### src/rtl/uart_dbg_pkg.sv
// Shared definitions for the UART debugger: opcodes, error codes, controller
// states and the opcode argument-count helper.
package uart_dbg_pkg;

    localparam logic [7:0] OP_READ   = 8'h01;
    localparam logic [7:0] OP_WRITE  = 8'h02;
    localparam logic [7:0] OP_PAUSE  = 8'h03;
    localparam logic [7:0] OP_RESUME = 8'h04;
    localparam logic [7:0] OP_STATUS = 8'h05;

    localparam logic [1:0] ERR_NONE    = 2'b00;
    localparam logic [1:0] ERR_BAD_OP  = 2'b01;
    localparam logic [1:0] ERR_TIMEOUT = 2'b10;
    localparam logic [1:0] ERR_OVERRUN = 2'b11;

    typedef enum logic [1:0] {
        StIdle,
        StAddr,
        StData,
        StPend
    } state_e;

    function automatic logic op_known(input logic [7:0] op);
        case (op)
            OP_READ, OP_WRITE, OP_PAUSE, OP_RESUME, OP_STATUS: return 1'b1;
            default: return 1'b0;
        endcase
    endfunction

    // Number of 32-bit argument words that follow the opcode.
    function automatic logic [1:0] op_arg_words(input logic [7:0] op);
        case (op)
            OP_READ:  return 2'd1;
            OP_WRITE: return 2'd2;
            default:  return 2'd0;
        endcase
    endfunction

endpackage

### src/rtl/uart_rx.sv
// 8N1 UART receiver: emits a one-cycle o_Rx_DV pulse with the received byte.
// Has no reset; registers power up idle.
module uart_rx #(
    parameter int unsigned CLKS_PER_BIT = 434
) (
    input  logic       i_Clock,
    input  logic       i_Rx_Serial,
    output logic       o_Rx_DV,
    output logic [7:0] o_Rx_Byte
);
    localparam int unsigned CW = $clog2(CLKS_PER_BIT);

    typedef enum logic [1:0] {
        RxIdle,
        RxStart,
        RxData,
        RxStop
    } rx_state_e;

    logic [1:0]    sync_q    = 2'b11;
    rx_state_e     state_q   = RxIdle;
    logic [CW-1:0] clk_cnt_q = '0;
    logic [2:0]    bit_idx_q = '0;
    logic [7:0]    byte_q    = '0;
    logic          dv_q      = 1'b0;

    always_ff @(posedge i_Clock) begin
        sync_q <= {sync_q[0], i_Rx_Serial};
        dv_q   <= 1'b0;
        case (state_q)
            RxIdle: begin
                clk_cnt_q <= '0;
                bit_idx_q <= '0;
                if (!sync_q[1]) state_q <= RxStart;
            end
            RxStart: begin
                // Re-check at mid start bit to reject glitches.
                if (clk_cnt_q == CW'((CLKS_PER_BIT - 1) / 2)) begin
                    clk_cnt_q <= '0;
                    state_q   <= sync_q[1] ? RxIdle : RxData;
                end else begin
                    clk_cnt_q <= clk_cnt_q + CW'(1);
                end
            end
            RxData: begin
                if (clk_cnt_q == CW'(CLKS_PER_BIT - 1)) begin
                    clk_cnt_q         <= '0;
                    byte_q[bit_idx_q] <= sync_q[1];
                    bit_idx_q         <= bit_idx_q + 3'd1;
                    if (bit_idx_q == 3'd7) state_q <= RxStop;
                end else begin
                    clk_cnt_q <= clk_cnt_q + CW'(1);
                end
            end
            RxStop: begin
                if (clk_cnt_q == CW'(CLKS_PER_BIT - 1)) begin
                    clk_cnt_q <= '0;
                    dv_q      <= sync_q[1];
                    state_q   <= RxIdle;
                end else begin
                    clk_cnt_q <= clk_cnt_q + CW'(1);
                end
            end
            default: state_q <= RxIdle;
        endcase
    end

    assign o_Rx_DV   = dv_q;
    assign o_Rx_Byte = byte_q;

endmodule

### src/rtl/uart_cmd_rx_ctrl.sv
// Receive-side command sequencer: assembles UART bytes into debugger commands
// (opcode, address, data) and presents them over a valid/ready handshake.
module uart_cmd_rx_ctrl
    import uart_dbg_pkg::*;
#(
    parameter int unsigned CLKS_PER_BIT = 434,
    parameter int unsigned TIMEOUT_CLKS = 86800
) (
    input  logic        i_Clock,
    input  logic        i_Reset,
    input  logic        i_Rx_Serial,
    input  logic        i_Cmd_Ready,
    output logic        o_Cmd_Valid,
    output logic [7:0]  o_Cmd_Op,
    output logic [31:0] o_Cmd_Addr,
    output logic [31:0] o_Cmd_Data,
    output logic        o_Err,
    output logic [1:0]  o_Err_Code
);
    localparam int unsigned   TW    = $clog2(TIMEOUT_CLKS + 1);
    localparam logic [TW-1:0] TLast = TW'(TIMEOUT_CLKS - 1);

    logic       rx_dv;
    logic [7:0] rx_byte;

    uart_rx #(
        .CLKS_PER_BIT(CLKS_PER_BIT)
    ) u_rx (
        .i_Clock    (i_Clock),
        .i_Rx_Serial(i_Rx_Serial),
        .o_Rx_DV    (rx_dv),
        .o_Rx_Byte  (rx_byte)
    );

    state_e        state_q;
    logic [7:0]    op_q;
    logic [31:0]   addr_q;
    logic [31:0]   data_q;
    logic [1:0]    bcnt_q;
    logic [TW-1:0] tcnt_q;
    logic          err_q;
    logic [1:0]    err_code_q;

    // A pending command being accepted this cycle frees the FSM to take a new opcode.
    logic frame_start;
    assign frame_start = (state_q == StIdle) || (state_q == StPend && i_Cmd_Ready);

    always_ff @(posedge i_Clock) begin
        if (i_Reset) begin
            state_q    <= StIdle;
            op_q       <= '0;
            addr_q     <= '0;
            data_q     <= '0;
            bcnt_q     <= '0;
            tcnt_q     <= '0;
            err_q      <= 1'b0;
            err_code_q <= ERR_NONE;
        end else begin
            err_q      <= 1'b0;
            err_code_q <= ERR_NONE;
            if (frame_start) begin
                state_q <= StIdle;
                if (rx_dv) begin
                    if (!op_known(rx_byte)) begin
                        err_q      <= 1'b1;
                        err_code_q <= ERR_BAD_OP;
                    end else begin
                        op_q    <= rx_byte;
                        addr_q  <= '0;
                        data_q  <= '0;
                        bcnt_q  <= '0;
                        tcnt_q  <= '0;
                        state_q <= (op_arg_words(rx_byte) == 2'd0) ? StPend : StAddr;
                    end
                end
            end else begin
                case (state_q)
                    StAddr, StData: begin
                        if (rx_dv) begin
                            if (state_q == StAddr) addr_q <= {addr_q[23:0], rx_byte};
                            else                   data_q <= {data_q[23:0], rx_byte};
                            tcnt_q <= '0;
                            bcnt_q <= bcnt_q + 2'd1;
                            if (bcnt_q == 2'd3) begin
                                bcnt_q  <= '0;
                                state_q <= (state_q == StAddr && op_arg_words(op_q) == 2'd2)
                                           ? StData : StPend;
                            end
                        end else if (tcnt_q == TLast) begin
                            err_q      <= 1'b1;
                            err_code_q <= ERR_TIMEOUT;
                            tcnt_q     <= '0;
                            bcnt_q     <= '0;
                            state_q    <= StIdle;
                        end else begin
                            tcnt_q <= tcnt_q + TW'(1);
                        end
                    end
                    StPend: begin
                        if (rx_dv) begin
                            err_q      <= 1'b1;
                            err_code_q <= ERR_OVERRUN;
                        end
                    end
                    default: state_q <= StIdle;
                endcase
            end
        end
    end

    assign o_Cmd_Valid = (state_q == StPend);
    assign o_Cmd_Op    = op_q;
    assign o_Cmd_Addr  = addr_q;
    assign o_Cmd_Data  = data_q;
    assign o_Err       = err_q;
    assign o_Err_Code  = err_code_q;

endmodule

### config.mk
export PLATFORM = sky130hd
export DESIGN_NAME = uart_cmd_rx_ctrl
export DESIGN_NICKNAME = d
export VERILOG_FILES = /design/src/rtl/uart_dbg_pkg.sv /design/src/rtl/uart_rx.sv /design/src/rtl/uart_cmd_rx_ctrl.sv
export SDC_FILE = /design/constraint.sdc
export NUM_CORES = 1
export LEC_CHECK = 0
export BUFFER_PORTS_ARGS = -buffer_cell sky130_fd_sc_hd__clkbuf_2
export CAP_MARGIN = 20
export CORE_ASPECT_RATIO = 1.2
export CORE_MARGIN = 3
export CORE_UTILIZATION = 50
export DETAILED_ROUTE_END_ITERATION = 7
export PLACE_DENSITY = 0.72
export SLEW_MARGIN = 20
export SYNTH_ARGS = -nofsm -noshare
export SYNTH_HDL_FRONTEND = slang
export SYNTH_SLANG_ARGS = --single-unit
### constraint.sdc
create_clock -name i_Clock -period 2.9 [get_ports i_Clock]
set_input_delay 0 -clock i_Clock [delete_from_list [all_inputs] [get_ports i_Clock]]
set_output_delay 0 -clock i_Clock [all_outputs]
set_load 0.01 [all_outputs]
[After elaboration in Yosys (flattened, before gate mapping)]
Index checks and enable logic that the tools add are counted.
Cells by class
  $add $sub $neg: 4
  divide/modulo/power cells: 0
  muxes and demuxes: 75
  bitwise operators: 0
  shifts and indexed selects: 0
  reductions and logical operators: 24
  equality and inequality tests: 30
  order comparisons: 2
  multipliers: 0
Operator list (count)
  $mux 32: 10
  $mux 17: 6
  $mux 2: 32
  $pmux 9 s3: 1
  $eq 8x2->1 const B: 3
  $mux 9: 2
  $add 17x1->17 const B: 1
  $eq 17x17->1 const B: 1
  $eq 8x1->1 const B: 2
  $eq 8x3->1 const B: 2
  $pmux 2 s2: 4
  $mux 1: 14
  $ne 2x1->1 const B: 7
  $eq 2x2->1 const B: 6
  $reduce_and 4->1: 3
  $add 9x1->9 const B: 1
  $eq 9x8->1 const B: 1
  $eq 9x9->1 const B: 1
  $reduce_and 3->1: 3
  $bwmux 8: 1
  $pmux 2 s4: 1
  $reduce_bool 2->1: 4
  $logic_not 2->1: 3
  $pmux 3 s2: 1
  other kinds (18): 25
Storage, ports and cells
  latch bits: 0
  bits in read-only memories: 0
  bits in registers: 121
  memories kept: 0
  bits of input ports: 4
  memory bits (writable): 0
  output and inout bits: 76
  word-level logic and storage cells: 149

[Longest topological paths before layout]
  depth in word-level cells: 15
  mapped depth: 9
  depth with buffers taken out: 7

[Hierarchy]
Synthesis repeated with hierarchy kept, for this count alone.
Second synthesis, totals
  cell total of the unflattened synthesis: 539
  area, all modules: 4976.0 µm²
By module, submodules not included
  uart_cmd_rx_ctrl: cells an instance 443, times used 1, area an instance 3838.7 µm², seq. area each 1921.8 µm²
  uart_rx: cells an instance 96, times used 1, area an instance 1137.3 µm², seq. area each 630.6 µm²

[Worst setup path before layout]
No wires, ideal clock.
  path kind: flip-flop to flip-flop
  start point: reg u_rx.byte_q[3] (netlist: u_rx.o_Rx_Byte[3])
  end point: reg tcnt_q[12]
  stages on the path, launching flop included: 6
  setup slack: 0.491 ns
  period minus slack after synthesis: 2.409 ns
  path buffers: 0
  arrival: 2.295 ns
  setup time: 0.114 ns
  data required time: 2.786 ns
  cell sequence: edfxtp_1 > or4_4 > a2111o_1 > o22ai_2 > mux2_2 > a2111oi_0
On the way
  word-level cells in the longest chain between the ends: 8
  elaborated cells between the ends (all ways): 12
  classes of those cells: eq/ne: 6; mux: 4; reduce/logical: 2
Ends and longest elaborated chain
  start, declared: RTL line uart_rx.sv:24  | logic [7:0] byte_q = '0;
  start signal, assigned by index: RTL line uart_rx.sv:48  | byte_q[bit_idx_q] <= sync_q[1];
  $eq 8x2->1, or another cell as far along: RTL line uart_dbg_pkg.sv:24  | case (op)
  $reduce_or 5->1 *: RTL line uart_dbg_pkg.sv:24
  $mux 1 *: RTL line uart_dbg_pkg.sv:24
  $mux 1 *: RTL line uart_cmd_rx_ctrl.sv:63  | if (rx_dv) begin
  $mux 1 *: RTL line uart_cmd_rx_ctrl.sv:61  | if (frame_start) begin
  $mux 1 *: RTL line uart_cmd_rx_ctrl.sv:49  | if (i_Reset) begin
  $ne 2x1->1 (no source line) *
  $reduce_and 3->1 (no source line) *
  end signal, assigned: RTL line uart_cmd_rx_ctrl.sv:96  | tcnt_q <= tcnt_q + TW'(1);
  end, declared: RTL line uart_cmd_rx_ctrl.sv:40  | logic [TW-1:0] tcnt_q;
Every way passes the cells marked *; elsewhere a longest branch is shown, timed or not. The select of a mux whose other input is x is not followed.
A chain may end at the register's enable or synchronous reset.

[Worst setup path in the final report]
Ends and elaborated chain as after synthesis.

==> results.txt <==
DP Worst Slack - 0.294 ns
DR vias - 4636
number of synthesized register bits - 121
CTS tree - built
largest net degree at the start of global routing - 64
critical path class - reg -> reg
P_leak - 2.23 nW
Tightest Pin Transition - 0.790 ns
Sink Count - 121
post-synth cell types - 57
DP HPWL - 8180 um
Clock power frac - 51.0%
status - complete, no violations
CTS root buf - clkbuf_16
Synth Cell Area - 0.00509 mm^2
area share of the largest cell type after synthesis - 42.5%
fin nets - 650
num rows - 39
worst r2r src - u_rx.o_Rx_Byte[3]
n_diodes - 0
final hold slack - 0.0675 ns
Max Cap Violations - 0
Sw Share - 21.5%
Fmax - 384 MHz
Min-Delay Endpoint - o_Err_Code[0]
RSZ-0062 raised after global routing - no
sequential area share after synthesis - 50.1%
hold path depth - 4
worst r2r dst - tcnt_q[12]
Final Hold Viols - 0
Routability Congestion - 0.892
worst reg2reg setup slack - 0.30 ns
die width - 98.1 um
Switch Pwr - 0.000788 W
clk_lat worst skew - 0.42 ns
Pre-antenna DRT Iters - 5
final wirelength - 12400 um
H-tree Lvls - 4
combinational share of power - 1.9%
Worst R2R Path Depth - 5
Detail Route Antenna Nets - 0
Pins Over Slew Limit - 0
share of cells above drive strength 1 - 20.2%
Core ar. - 0.00971 mm^2
slew margin rel. - 47.0%
Hold Crit Class - in -> reg
Setup crit start kind - register
antenna violations before repair - 0
Post-synth EDFFs - 13
final setup vio count - 0
CTS max path bufs - 2
vias in the first global route - 4219
port bufs - 79
cell internal pwr - 0.00287 W
endpoint kind of the worst setup timing path - register
fill count - 854
setup TNS - 0 ns
crit-path max FO - 8
DP Area - 0.00557 mm^2
DR WL/cell - 16.1 um
top_reg_cell synth - dfxtp_1
total track usage - 22.0%
Tmin final - 2.60 ns
Peak supply drop - 0.355 mV
global-route wire length before repair - 20200 um
Mapped Nets - 582
Avg Cell Area, Syn - 8.97 um^2
Worst Skew - 0.00881 ns
via/cell ratio - 6.01
Inserted Clock Buffers - 17
DIE AREA - 0.0114 mm^2
part of the cycle the worst path needs - 89.7%
I/O pins - 80
total grt overflow - 0
HP Start - i_Cmd_Ready
Required @ worst endpoint - 3.20 ns
crit path DAT - 2.90 ns
synth top area cells - dfxtp_1 (42%), edfxtp_1 (7.7%), a21oi_1 (5.2%)
Final Cell Area - 0.00611 mm^2
post-synth top area cell - dfxtp_1
pwr dens - 599 mW/mm^2
setup ws final - 0.297 ns
layout overhead on the synthesized area - 20.0%
Worst-path clk slew - 0.05 ns
Mapped Cells - 568
initial DRC count - 284
Async SR Flop Fraction - 0%
DIE HEIGHT - 117 um
power share of the sequential group - 47.1%
Starting Density - 52.4%
# DRC - 0
Ys Warns - 0
## worst max path at each step
stage,startpoint,slack (ns),to
after floorplan,u_rx.o_Rx_Byte[3],0.49,tcnt_q[12]
after global routing,u_rx.o_Rx_Byte[3],0.17,tcnt_q[12]
after global placement,u_rx.o_Rx_Byte[3],0.36,tcnt_q[12]
after detailed placement,u_rx.o_Rx_Byte[3],0.29,tcnt_q[12]
after CTS,u_rx.o_Rx_Byte[3],0.28,tcnt_q[12]
final,u_rx.o_Rx_Byte[3],0.30,tcnt_q[12]
## repair_timing
| item | CTS | global route |
|---|---|---|
| hold buffers | 1 | 0 |
| endpoints found under the hold margin | 1 | 0 |
| gates resized for setup | 0 | 0 |
| buffers inserted | 0 | 0 |
## cells in the final DEF (no fill, tap or decap), types with 4 or more instances in the layout
master     instances
dfxtp_1          108
clkbuf_2          79
a21oi_1           51
nand2_1           48
o21ai_0           44
nand4_1           39
nor2_1            35
inv_1             25
nand3_1           18
clkbuf_16         17
o32ai_1           16
o22ai_1           16
edfxtp_1          13
and2_1            11
ha_1              10
buf_4             10
nor4_1             9
nor3_1             7
xor2_1             7
and3_1             5
clkinv_2           5
a211oi_1           4
xnor2_1            4
## cells in the mapped netlist, types with 3 or more instances
library cell	count
nor2_1	35
nor4_1	9
mux2i_1	3
nand4_1	39
nand2b_1	3
edfxtp_1	13
o21ai_0	44
and4_1	3
nor3_1	7
xnor2_1	4
and3_1	5
o22ai_1	16
xor2_1	7
nor2b_1	3
nand3_1	18
buf_2	4
a21oi_1	53
dfxtp_1	108
a211oi_1	4
o31ai_1	3
o32ai_1	16
inv_1	25
nand2_1	48
clkbuf_1	37
and2_1	11
ha_1	10
## power by group through the flow
stage	clock network [W]	logic, W	registers, W
after detailed placement	0	0.0000660	0.00176
after CTS	0.00189	0.0000677	0.00172
after global routing	0.00198	0.0000774	0.00173
after floorplan	0	0.0000510	0.00175
final	0.00187	0.0000687	0.00172
after global placement	0	0.0000645	0.00176
## cells by family after synthesis
family | count (synthesis) | synth area share (%)
flops | 121 | 50.1
fa+ha+maj | 10 | 2.46
simple gates | 198 | 20.5
xor+xnor | 11 | 1.89
mux | 4 | 0.811
buf+inv | 68 | 5.11
compound gates | 156 | 19.1
## critical path: stages (launching register included)
cell	delay (ns)
edfxtp_1	0.42
or4_4	0.59
a2111o_1	0.53
o22ai_2	0.24
mux2_2	0.36
a2111oi_0	0.35
## sequential cells by signal (all words and copies together) (netlist names)
| signal | flops |
|---|---|
| o_Cmd_Data | 32 |
| u_rx.sync_q | 2 |
| state_q | 2 |
| u_rx.o_Rx_Byte | 8 |
| tcnt_q | 17 |
| u_rx.o_Rx_DV | 1 |
| u_rx.clk_cnt_q | 9 |
| u_rx.bit_idx_q | 3 |
| u_rx.state_q | 2 |
| o_Err_Code | 2 |
| o_Cmd_Addr | 32 |
| o_Cmd_Op | 8 |
| bcnt_q | 2 |
| o_Err | 1 |
## area by class of cell
cell class | count | area (um^2) | share of cell area [%]
well taps | 123 | 154 | 2.52
repair buffers | 90 | 480 | 7.86
inverters | 27 | 101 | 1.66
clock inverters | 8 | 48.8 | 0.799
flip-flops and latches | 121 | 2550 | 41.8
multi-input cells | 379 | 2290 | 37.6
clock buffers | 23 | 478 | 7.82
## through the flow
| step | instances | total power (W) | utilization [%] |
|---|---|---|---|
| final | 771 | 0.00366 | 62.9 |
| after global routing | 771 | 0.00378 | 62.9 |
| after CTS | 771 | 0.00369 | 62.8 |
| after detailed placement | 739 | 0.00182 | 57.3 |
| after global placement | 739 | 0.00182 | 57.3 |
| after floorplan | 568 | 0.00180 | - |
## per-layer routing
metal | global-route usage, % | wire, um | vias to the layer above
met1 | 27.0 | 5210 | 2213
met3 | 7.17 | 782 | 26
met4 | 7.94 | 248 | 0
met5 | 0 | 0 | -
li1 | - | - | 2234
met2 | 36.4 | 6180 | 163
Power figures use the tool's default switching activity.
